$ cat src/rtl/fir_mac_param.sv
// Serial FIR filter: one multiply-accumulate per cycle over a TAPS-deep delay line,
// with a valid/ready sample input, a held result output and runtime-writable coefficients.
module fir_mac_param #(
  parameter int DATA_W = 8,
  parameter int COEF_W = 8,
  parameter int TAPS   = 8,
  parameter int OUT_W  = 19
) (
  input  logic                       clk,
  input  logic                       rst,
  input  logic                       in_valid,
  output logic                       in_ready,
  input  logic [DATA_W-1:0]          in_data,
  output logic                       out_valid,
  input  logic                       out_ready,
  output logic [OUT_W-1:0]           out_data,
  input  logic                       coef_we,
  input  logic [$clog2(TAPS)-1:0]    coef_addr,
  input  logic [COEF_W-1:0]          coef_data,
  input  logic                       clear,
  output logic                       busy
);

  localparam int ADDR_W = $clog2(TAPS);
  localparam int PROD_W = DATA_W + COEF_W;
  localparam logic [ADDR_W-1:0] LAST_IDX = ADDR_W'(TAPS - 1);

  typedef enum logic [1:0] {IDLE, MAC, OUT} state_t;

  state_t                    state_reg;
  logic signed [DATA_W-1:0]  x_reg [TAPS];
  logic signed [COEF_W-1:0]  c_reg [TAPS];
  logic signed [OUT_W-1:0]   acc_reg;
  logic signed [OUT_W-1:0]   acc_next;
  logic signed [OUT_W-1:0]   out_data_reg;
  logic [ADDR_W-1:0]         idx_reg;
  logic                      out_valid_reg;
  logic                      accept;
  logic                      coef_wr;
  logic signed [PROD_W-1:0]  x_ext;
  logic signed [PROD_W-1:0]  c_ext;
  logic signed [PROD_W-1:0]  prod;

  assign in_ready  = (state_reg == IDLE) && !coef_we;
  assign accept    = in_valid && in_ready && !clear;
  assign coef_wr   = coef_we && (state_reg == IDLE) && !clear;
  assign busy      = (state_reg != IDLE);
  assign out_valid = out_valid_reg;
  assign out_data  = out_data_reg;

  // A PROD_W-bit signed product can never overflow, so the sum stays exact.
  assign x_ext    = PROD_W'(x_reg[idx_reg]);
  assign c_ext    = PROD_W'(c_reg[idx_reg]);
  assign prod     = x_ext * c_ext;
  assign acc_next = acc_reg + OUT_W'(prod);

  always_ff @(posedge clk or posedge rst) begin
    if (rst) begin
      for (int k = 0; k < TAPS; k++) begin
        x_reg[k] <= '0;
        c_reg[k] <= '0;
      end
    end else begin
      // clear flushes the samples but keeps the loaded coefficient set.
      if (clear) begin
        for (int k = 0; k < TAPS; k++) x_reg[k] <= '0;
      end else if (accept) begin
        for (int k = TAPS - 1; k > 0; k--) x_reg[k] <= x_reg[k-1];
        x_reg[0] <= $signed(in_data);
      end
      if (coef_wr) begin
        for (int k = 0; k < TAPS; k++)
          if (coef_addr == ADDR_W'(k)) c_reg[k] <= $signed(coef_data);
      end
    end
  end

  always_ff @(posedge clk or posedge rst) begin
    if (rst) begin
      state_reg     <= IDLE;
      acc_reg       <= '0;
      idx_reg       <= '0;
      out_data_reg  <= '0;
      out_valid_reg <= 1'b0;
    end else if (clear) begin
      state_reg     <= IDLE;
      acc_reg       <= '0;
      idx_reg       <= '0;
      out_valid_reg <= 1'b0;
    end else begin
      case (state_reg)
        IDLE: begin
          if (accept) begin
            acc_reg   <= '0;
            idx_reg   <= '0;
            state_reg <= MAC;
          end
        end
        MAC: begin
          acc_reg <= acc_next;
          if (idx_reg == LAST_IDX) begin
            state_reg     <= OUT;
            out_valid_reg <= 1'b1;
            out_data_reg  <= acc_next;
          end else begin
            idx_reg <= idx_reg + ADDR_W'(1);
          end
        end
        OUT: begin
          if (out_ready) begin
            state_reg     <= IDLE;
            out_valid_reg <= 1'b0;
          end
        end
        default: state_reg <= IDLE;
      endcase
    end
  end

endmodule

$ cat config.mk
export PLATFORM = sky130hd
export DESIGN_NAME = fir_mac_param
export DESIGN_NICKNAME = d
export VERILOG_FILES = /design/src/rtl/fir_mac_param.sv
export SDC_FILE = /design/constraint.sdc
export NUM_CORES = 1
export LEC_CHECK = 0
export CAP_MARGIN = 20
export CORE_ASPECT_RATIO = 1.1
export CORE_MARGIN = 1
export CORE_UTILIZATION = 60
export DETAILED_ROUTE_END_ITERATION = 8
export GPL_TIMING_DRIVEN = 0
export MAX_ROUTING_LAYER = met4
export PLACE_DENSITY = 0.79
export SETUP_SLACK_MARGIN = 0.5
export SLEW_MARGIN = 15
export SYNTH_ARGS = -nofsm -noshare
export SYNTH_HDL_FRONTEND = slang
export SYNTH_SLANG_ARGS = --single-unit
$ cat constraint.sdc
create_clock -name clk -period 7.37 [get_ports clk]
set_clock_uncertainty 0.1 [all_clocks]
set_input_delay 1.474 -clock clk [delete_from_list [all_inputs] [get_ports clk]]
set_output_delay 1.474 -clock clk [all_outputs]
set_load 0.03 [all_outputs]
== Word-level counts from Yosys, hierarchy flattened ==
Index checks and enable logic that the tools add are counted.

* Bits in registers: 172
* Input port bits: 25
* Output and inout bits: 22
* Logic and storage cells: 91

* Add/subtract/negate cells: 2
* $mul: 1
* Magnitude comparators: 1
* Equal/unequal tests: 14
* Muxes and demuxes: 24
* Bitwise gates (word level): 2
* Reduce and logical (&&, ||, !) cells: 26

{| class="wikitable"
|+ Operators by type and width
! kind !! number
|-
| $mux W64 || 2
|-
| $bmux W8 S3 || 2
|-
| $mux W19 || 2
|-
| $pmux W19 S2 || 1
|-
| $mux W8 || 4
|-
| $add A19 B16 Y19 || 1
|-
| $reduce_and A2 Y1 || 9
|-
| $mul A8 B8 Y16 || 1
|-
| $eq A3 B3 Y1 const B || 5
|-
| $ne A3 B3 Y1 const B || 4
|-
| $reduce_and A3 Y1 || 4
|-
| $mux W3 || 3
|-
| $mux W2 || 4
|-
| $eq A3 B2 Y1 const B || 2
|-
| $pmux W2 S3 || 1
|-
| $pmux W3 S2 || 1
|-
| $reduce_bool A3 Y1 || 2
|-
| $logic_and A1 B1 Y1 || 5
|-
| $ge A4 B4 Y1 const B || 1
|-
| $not A3 Y4 || 1
|-
| $reduce_bool A2 Y1 || 2
|-
| $add A3 B1 Y3 const B || 1
|-
| $eq A3 B1 Y1 const B || 1
|-
| $logic_not A3 Y1 || 1
|-
| other kinds (7) || 10
|}

== Depth between registers and ports, before layout ==
Gate-level depths: netlist of the first run.

* Depth in word-level cells: 8
* Depth in mapped cells: 21
* Gate-level depth less buffers: 19

== Worst setup path before layout of the first run ==
Ideal clock, no wire load.

* Path type: reg-to-reg
* From: register idx_reg[1]
* To: register out_data_reg[18], in the netlist out_data[18]
* Library setup time: 0.069 ns
* Arrival: 6.331 ns
* Required time: 7.201 ns
* Slack: 0.870 ns
* Cell stages (with the launch flop): 20
* Buffers on the path: 2
* Clock period less this slack: 6.500 ns
* Path through: dfrtp_1 -> clkbuf_1 -> clkbuf_1 -> mux4_2 -> mux2_2 -> inv_1 -> nor2_1 -> inv_1 -> fa_1 -> inv_1 -> fa_1 -> fa_1 -> fa_1 -> fa_1 -> ha_1 -> o21ai_0 -> o21ai_0 -> a21boi_0 -> or4_1 -> nand3_1

* Word-level cells in the longest chain between the ends: 6
* Elaborated cells on any way between the ends: 11
* Those cells by class: add/sub: 1; mul: 1; eq/ne: 1; mux: 6; bitwise: 1; reduce/logical: 1

{| class="wikitable"
|+ Ends and longest elaborated chain
! item !! RTL line !! RTL
|-
| start, declared || 36 || <nowiki>logic [ADDR_W-1:0] idx_reg;</nowiki>
|-
| start signal, assigned || 106 || <nowiki>idx_reg <= idx_reg + ADDR_W'(1);</nowiki>
|-
| $not A3 Y4 (not written as such) || 52, 53 ||
|-
| $bmux W8 S3 (on tied branches) || 52, 53 ||
|-
| $mux W8 (on tied branches) (2 in a row) || 52, 53 ||
|-
| $mul A8 B8 Y16 || 54 || <nowiki>assign prod = x_ext * c_ext;</nowiki>
|-
| $add A19 B16 Y19 || 55 || <nowiki>assign acc_next = acc_reg + OUT_W'(prod);</nowiki>
|-
| end signal, assigned || 104 || <nowiki>out_data_reg <= acc_next;</nowiki>
|-
| end, declared || 35 || <nowiki>logic signed [OUT_W-1:0] out_data_reg;</nowiki>
|}

Several ways; a longest one is shown, not always the timed one. The select of a mux whose other input is x is not followed.
A chain may end at the register's enable or synchronous reset.

== Worst setup path in the final report of the first run ==
* From: register idx_reg[0]
* To: register out_data_reg[18], in the netlist out_data[18]

The elaborated chain is that of the path after synthesis.

==> impl_results.md, run 1 <==
* CTS sink count at 172
* Fillers at 1283
* Flops & latches, synth at 172
* Period Utilization, post-route at 90.0%
* Post-synth ARST share at 100%
* Post-synth cell types at 57
* Crit start category: flop
* Hold-critical path depth at 2
* Slew Limit Fails at 0
* Largest net degree at the start of global routing at 105
* Busiest grt layer: met2
* Final hold vios at 0
* Post-DP HPWL at 18200 um
* Clk pin slew, worst setup/hold paths at 0.07 ns
* Power Total at 3.15 mW
* Clk buf depth at 2
* FF/Latch Area at 4300 um^2
* Mean post-synth cell area at 11.0 um^2
* Post-synthesis cell area at 11200 um^2
* Dominant cells by area after synthesis: dfrtp_1 39%, fa_1 15%, mux2_2 7.0%
* Crit-path max cell delay at 0.60 ns
* Status: complete, no violations
* Crit. End Element: flop
* Clock Power Share at 29.8%
* Yosys synthesis warning count at 0
* Die extent in y at 145 um
* Core area at 18000 um^2
* Max Clk Rate at 151 MHz
* Layout cells sized above 1 at 16.4%
* Largest area contributor in the netlist: dfrtp_1
* Vias in the first global route at 8389
* Port buffer count at 43
* Combinational Power Share at 34.8%
* WS Path Type: reg -> reg
* Number of synthesized flops with an enable pin at 0
* Crit path from: idx_reg[0]
* Worst path cell trace: buf_2 -> buf_2 -> mux4_2 -> mux2i_2 -> nor2_1 -> fa_1 -> inv_1 -> fa_1 -> inv_1 -> fa_1 -> fa_1 -> ha_1 -> ha_1 -> clkbuf_1 -> a2111oi_0 -> o21ai_1 -> a21boi_0 -> or4_1 -> nand3_1
* Sw frac at 34.5%
* Period minus WS final at 6.63 ns
* Boundary Pins at 47
* Yosys top cell area share at 38.5%
* Area occupied by multi-input gates at 6410 um^2
* NumNets Final at 1236
* Worst EP required at 7.57 ns
* Compound-cell area share of the yosys netlist at 8.66%
* GRT met1 Usage at 38.4%
* Total Routing Usage GR at 29.4%
* Critical Path Fanout Max at 10
* Hold WC Path Type: reg -> reg
* Max-cap violations at 0
* Largest family of logic cells by synthesized area: adder cells
* Area grow syn2layout at 13.4%
* Clock root cell: clkbuf_16
* Drt via density at 5.89
* Gpl congestion at 0.871
* Total wire length at 25200 um
* # diodes at 0
* Slew HR at 25.7%
* Internal power at 2.06 mW
* H-tree Lvls at 4
* Cell mode on critical path: fa_1
* Global Route met2 Usage at 47.5%
* DRT Pass-1 Iters at 4
* Initial DRC count at 523
* Cell count after synthesis at 1017
* Fin worst setup slack at 0.735 ns
* Fin Hold WS at 0.375 ns
* Adder-Cell Fraction of Synth Area at 20.2%
* Worst Setup Slack post-DPL at -0.0173 ns
* Register area share after synthesis at 38.5%
* Number of setup buffers added after CTS at 0
* Final setup TNS at 0 ns
* DRC errors left at 0
* Initial antenna violation count at 0
* Post-synthesis simple-gate area fraction at 11.6%
* VDD IR max at 173 uV
* Seq pwr share at 35.4%
* Grt ovf at 0
* Pin slew with the least headroom to its limit at 1.11 ns
* Switch Pwr at 1.09 mW
* Leak pwr at 5.77 nW
* XOR/XNOR share of the synthesized area at 1.14%
* Die width at 132 um
* Worst reg2reg startpoint: idx_reg[0]
* WL per Instance at 18.9 um
* TritonCTS Buffers at 17
* Worst hold start: out_data[7]
* Clk_lat worst skew at 0.43 ns
* First-pass GRT wire length at 42700 um
* FP Rows at 51
* TritonCTS clock tree: built
* Pwr dens at 249 nW/um^2
* Syn nets at 1172
* CP arrival at 6.84 ns
* Initial Util at 62.1%
* Multiplexer share of the synthesized area at 14.8%
* R2R depth at 19
* Crit-path slowest cell: mux4_2
* Final setup viols at 0
* RSZ-0062 raised after global routing: no
* Top_reg_cell synth: dfrtp_1
* DIE AREA at 19200 um^2
* Total number of vias at 7848
* Post-route ant nets at 0
* GRT met3 Usage at 4.12%
[cells by family (layout without fill, tap and decap cells)]
group | Yosys count | count (layout)
fa+ha+maj | 130 | 130
simple gates | 287 | 287
buf+inv | 144 | 221
compound gates | 155 | 155
flops | 172 | 172
xor+xnor | 13 | 13
mux | 116 | 116
[power by group through the flow]
| stage | clock network [mW] | logic, mW | registers (mW) |
|---|---|---|---|
| 2_1_floorplan | 0 | 0.821 | 1.11 |
| 3_3_place_gp | 0 | 1.02 | 1.13 |
| 3_5_place_dp | 0 | 1.05 | 1.13 |
| 4_1_cts | 0.944 | 1.08 | 1.11 |
| 5_1_grt | 0.979 | 1.23 | 1.13 |
| 6_report | 0.937 | 1.10 | 1.12 |
[final timing paths]
path / endpoint / slack [ns]
min: out_data[7] / 0.38
min reg2reg: out_data[7] / 0.38
min in group asynchronous: out_data[4] / 1.39
max in group asynchronous: c_reg[53] / 4.90
max reg2reg: out_data[18] / 0.74
max: out_data[18] / 0.74
[metal layers]
metal	vias to the layer above	routed length, um
li1	3550	-
met1	4009	10600
met2	230	12800
met3	59	1130
met4	0	694
met5	-	0
[through the flow]
| step | utilization [%] | area [um^2] | instances |
|---|---|---|---|
| final | 70.4 | 12700 | 1332 |
| after global routing | 70.4 | 12700 | 1332 |
| after CTS | 69.9 | 12600 | 1332 |
| after detailed placement | 66.4 | 12000 | 1300 |
| after global placement | 66.1 | 11900 | 1298 |
| after floorplan | - | 11200 | 1017 |
[critical path: cells and delay by family (launching register included)]
kind,cells,cell delay (ns)
multiplexers,2,1.05
flip-flops,1,0.35
buffers and inverters,5,0.91
AND/OR/NAND/NOR,3,0.43
AO/OA/AOI/OAI,3,1.15
adder cells (fa/ha/maj),6,2.52
[synth_stat cells (all sizes together), types with 19 or more instances]
cell type / instances
nand2: 182
dfrtp: 172
ha: 46
fa: 84
clkbuf: 33
nor2: 41
a21oi: 73
o21ai: 19
mux4: 32
nand2b: 23
inv: 96
mux2: 70
[layout make-up]
| cell class | instances | area share [%] |
|---|---|---|
| well taps | 238 | 2.35 |
| multi-input cells | 701 | 50.6 |
| inverters | 96 | 2.90 |
| flip-flops and latches | 172 | 34.0 |
| clock inverters | 12 | 1.20 |
| plain buffers | 48 | 1.69 |
| repair buffers | 45 | 3.70 |
| clock buffers | 20 | 3.61 |
[repair_timing]
action | in CTS | in global routing
gates resized for setup | 10 | 17
hold endpoints to repair | 0 | 0
endpoints found under the setup margin | 16 | 14
hold buffers | 0 | 0
[layout by cell type, fill, tap and decap left out, types with 7 or more instances in the layout]
| master | instances |
|---|---|
| nand2_1 | 182 |
| dfrtp_1 | 172 |
| inv_1 | 95 |
| fa_1 | 84 |
| a21oi_1 | 73 |
| mux2_2 | 69 |
| ha_1 | 46 |
| clkdlybuf4s50_1 | 43 |
| nor2_1 | 39 |
| mux4_2 | 32 |
| clkbuf_1 | 30 |
| nand2b_1 | 23 |
| o21ai_0 | 18 |
| clkbuf_16 | 17 |
| o211ai_1 | 12 |
| nor2b_1 | 11 |
| buf_2 | 8 |
| a22o_1 | 8 |
| a21o_1 | 8 |
| o21a_1 | 8 |
| o2111ai_1 | 8 |
| xnor2_1 | 7 |
| mux2i_2 | 7 |
No activity file was read; power rests on OpenSTA's default activity.
==> inputs of run 2 (changes only) <==
- ABC_AREA: default -> 1
==> run 2 against run 1 <==
Core utilization shrank 1.2 points. Synthesized cell count grew 31%. Maximum frequency grew 4.5%. Worst setup slack gained 0.29 ns. Sequential share of layout area shrank 0.29 points. Via count grew 19%. Largest cell class unchanged. Die area grew 1.8%. Final area grew 0.87%. Critical path type unchanged. Final cell count grew 24%. Clock-buffer cell count shrank 2.
==> impl_results.md, run 2 <==
* Status: complete, no violations
* Top cells by count, synth: 229 x nand2_1, 212 x inv_1, 172 x dfrtp_1
* Post-route ant nets at 0 (unchanged)
* Area occupied by multi-input gates at 5860 um^2 (-8.5%)
* Busiest grt layer: met2
* Slew HR at 45.3% (+20 points)
* Period minus WS final at 6.35 ns (-0.288 ns)
* FP Rows at 52 (+2.0%)
* Clk_lat worst skew at 0.44 ns (about the same)
* Final hold vios at 0 (unchanged)
* Number of setup buffers added after CTS at 0 (unchanged)
* Grt ovf at 0 (unchanged)
* Most frequent cells in the layout: 229 x nand2_1, 211 x inv_1, 172 x dfrtp_1
* Crit start category: flop
* TritonCTS clock tree: built
* Fillers at 1445 (+13%)
* Layout cells sized above 1 at 9.33% (-7.0 points)
* # diodes at 0 (unchanged)
* Total wire length at 27700 um (+9.9%)
* Vias in the first global route at 9333 (+11%)
* First-pass GRT wire length at 46600 um (+9.1%)
* GRT met3 Usage at 5.35% (+1.2 points)
* Fin Hold WS at 0.381 ns (+0.00528 ns)
* CP arrival at 6.58 ns (-0.26 ns)
* Mean post-synth cell area at 8.51 um^2 (-23%)
* DRT Pass-1 Iters at 8 (+4)
* Area grow syn2layout at 12.3%
* WL per Instance at 16.7 um (-12%)
* Period Utilization, post-route at 86.1% (-3.9 points)
* Post-DP HPWL at 20900 um (+15%)
* Clk pin slew, worst setup/hold paths at 0.08 ns (about the same)
* DIE AREA at 19500 um^2 (+1.8%)
* Flops & latches, synth at 172 (unchanged)
* Initial antenna violation count at 0 (unchanged)
* Crit. End Element: flop
* WS Path Type: reg -> reg
* Syn nets at 1492 (+27%)
* Count leader, synth: nand2_1
* Yosys top cell area share at 37.8% (-0.68 points)
* Post-synthesis cell area at 11400 um^2 (+1.8%)
* Pin slew with the least headroom to its limit at 0.821 ns (-0.290 ns)
* Largest area contributor in the netlist: dfrtp_1
* Commonest non-fill, non-tap cell in the layout: nand2_1
* Post-synth cell types at 42 (-26%)
* TritonCTS Buffers at 17 (unchanged)
* Die extent in y at 146 um (+0.88%)
* Largest net degree at the start of global routing at 101 (-3.8%)
* Clock root cell: clkbuf_16
* Cell count after synthesis at 1337 (+31%)
* CTS sink count at 172 (unchanged)
* FF/Latch Area at 4300 um^2 (unchanged)
* Max-cap violations at 0 (unchanged)
* Top_reg_cell synth: dfrtp_1
* Final setup viols at 0 (unchanged)
* Hold WC Path Type: reg -> reg
* Port buffer count at 45 (+4.7%)
* Total number of vias at 9356 (+19%)
* Slew Limit Fails at 0 (unchanged)
* GRT met1 Usage at 40.7% (+2.4 points)
* RSZ-0062 raised after global routing: no
* Post-synth ARST share at 100% (unchanged)
* Clk buf depth at 2 (unchanged)
* DRC errors left at 0 (unchanged)
* Global Route met2 Usage at 50.3% (+2.8 points)
* Boundary Pins at 47 (unchanged)
* Die width at 133 um (+0.88%)
* Critical Path Fanout Max at 11 (+1)
* Core area at 18500 um^2 (+2.7%)
* Max Clk Rate at 158 MHz (+4.5%)
* Yosys synthesis warning count at 0 (unchanged)
* Initial DRC count at 921 (+76%)
* Register area share after synthesis at 37.8% (-0.68 points)
* Final core utilization at 69.1% (-1.2 points)
* NumNets Final at 1557 (+26%)
* Dominant cells by area after synthesis: dfrtp_1 38%, fa_1 15%, nand2_1 7.6%
* Number of synthesized flops with an enable pin at 0 (unchanged)
* Initial Util at 61.6% (-0.54 points)
* Drt via density at 5.64 (-4.2%)
* Worst EP required at 7.61 ns (+0.04 ns)
* Gpl congestion at 0.925 (+6.1%)
* Total Routing Usage GR at 31.6% (+2.2 points)
* H-tree Lvls at 4 (unchanged)
run 2: cell count changes after synthesis, sizes merged, moves of 32 or more:
cell,delta
inv,+138
mux2,-70
mux4,-32
nand2,+50
nand3,+52
nor2,+79
o21ai,+175
run 2: final timing paths:
check | startpoint | end | slack [ns] | cells after the start
setup reg to reg | idx_reg[0] | out_data[18] | 1.02 | 23
min in group asynchronous | rst | c_reg[22] | 1.41 | 2
max in group asynchronous | rst | out_data[0] | 4.90 | 3
hold / removal | out_data[9] | out_data[9] | 0.38 | 2
hold reg to reg | out_data[9] | out_data[9] | 0.38 | 2
setup / recovery | idx_reg[0] | out_data[18] | 1.02 | 23
run 2: kinds of logic (layout without fill, tap and decap cells):
logic type | count (synthesis) | in the layout | synth area share, %
AOI/OAI and AO/OA | 316 | 316 | 15.2
and+or+nand+nor | 425 | 425 | 15.8
muxes | 1 | 1 | 0.198
buffers and inverters | 288 | 366 | 10.7
adders and majority gates | 130 | 130 | 19.8
DFF | 172 | 172 | 37.8
xor gates and xnor gates | 5 | 5 | 0.385
run 2: routing by layer:
layer | wire length, um | vias up
met4 | 839 | 0
li1 | - | 4390
met1 | 11400 | 4493
met3 | 1810 | 79
met2 | 13700 | 394
met5 | 0 | -
run 2: area by class of cell:
| class | instances | share of cell area [%] |
|---|---|---|
| clock buffers | 18 | 3.36 |
| repair buffers | 46 | 3.74 |
| well taps | 243 | 2.38 |
| multi-input cells | 877 | 45.9 |
| inverters | 234 | 6.93 |
| clock inverters | 14 | 1.38 |
| flip-flops and latches | 172 | 33.7 |
| plain buffers | 54 | 2.65 |
run 2: timing repair:
| action | CTS | global route |
|---|---|---|
| hold buffers | 0 | 0 |
| resized for setup | 0 | 1 |
| endpoints found under the setup margin | 0 | 9 |
run 2: per-stage QoR:
| stage | cell area (um^2) | setup TNS, ns | setup slack (ns) | cells |
|---|---|---|---|---|
| after floorplan | 11400 | 0 | 1.14 | 1337 |
| after global placement | 12100 | -204.90 | -1.20 | 1625 |
| after CTS | 12800 | 0 | 0.850 | 1658 |
| final | 12800 | 0 | 1.02 | 1658 |
| after detailed placement | 12200 | 0 | 0.884 | 1626 |
| after global routing | 12800 | 0 | 0.689 | 1658 |
run 2: worst max-delay path: stages, from the launching register on:
cell and delay (ns):
dfrtp_1 0.37, buf_6 0.14, clkbuf_1 0.43, o21ai_0 0.18, o21ai_0 0.42, nand2_1 0.19, a21oi_2 0.70, fa_1 0.57
fa_1 0.49, fa_1 0.54, inv_1 0.05, fa_1 0.47, inv_1 0.04, ha_1 0.28, ha_1 0.37, nand2_1 0.12
nor2_1 0.14, nand2_1 0.07, nor2_1 0.18, inv_1 0.06, nand2_1 0.06, nand2_1 0.06, nand3_1 0.13, nand2_1 0.06
Power of run 2 is left out: the tool's default activity adds up to more than one toggle a clock period on the data nets, which glitch-free logic cannot reach.
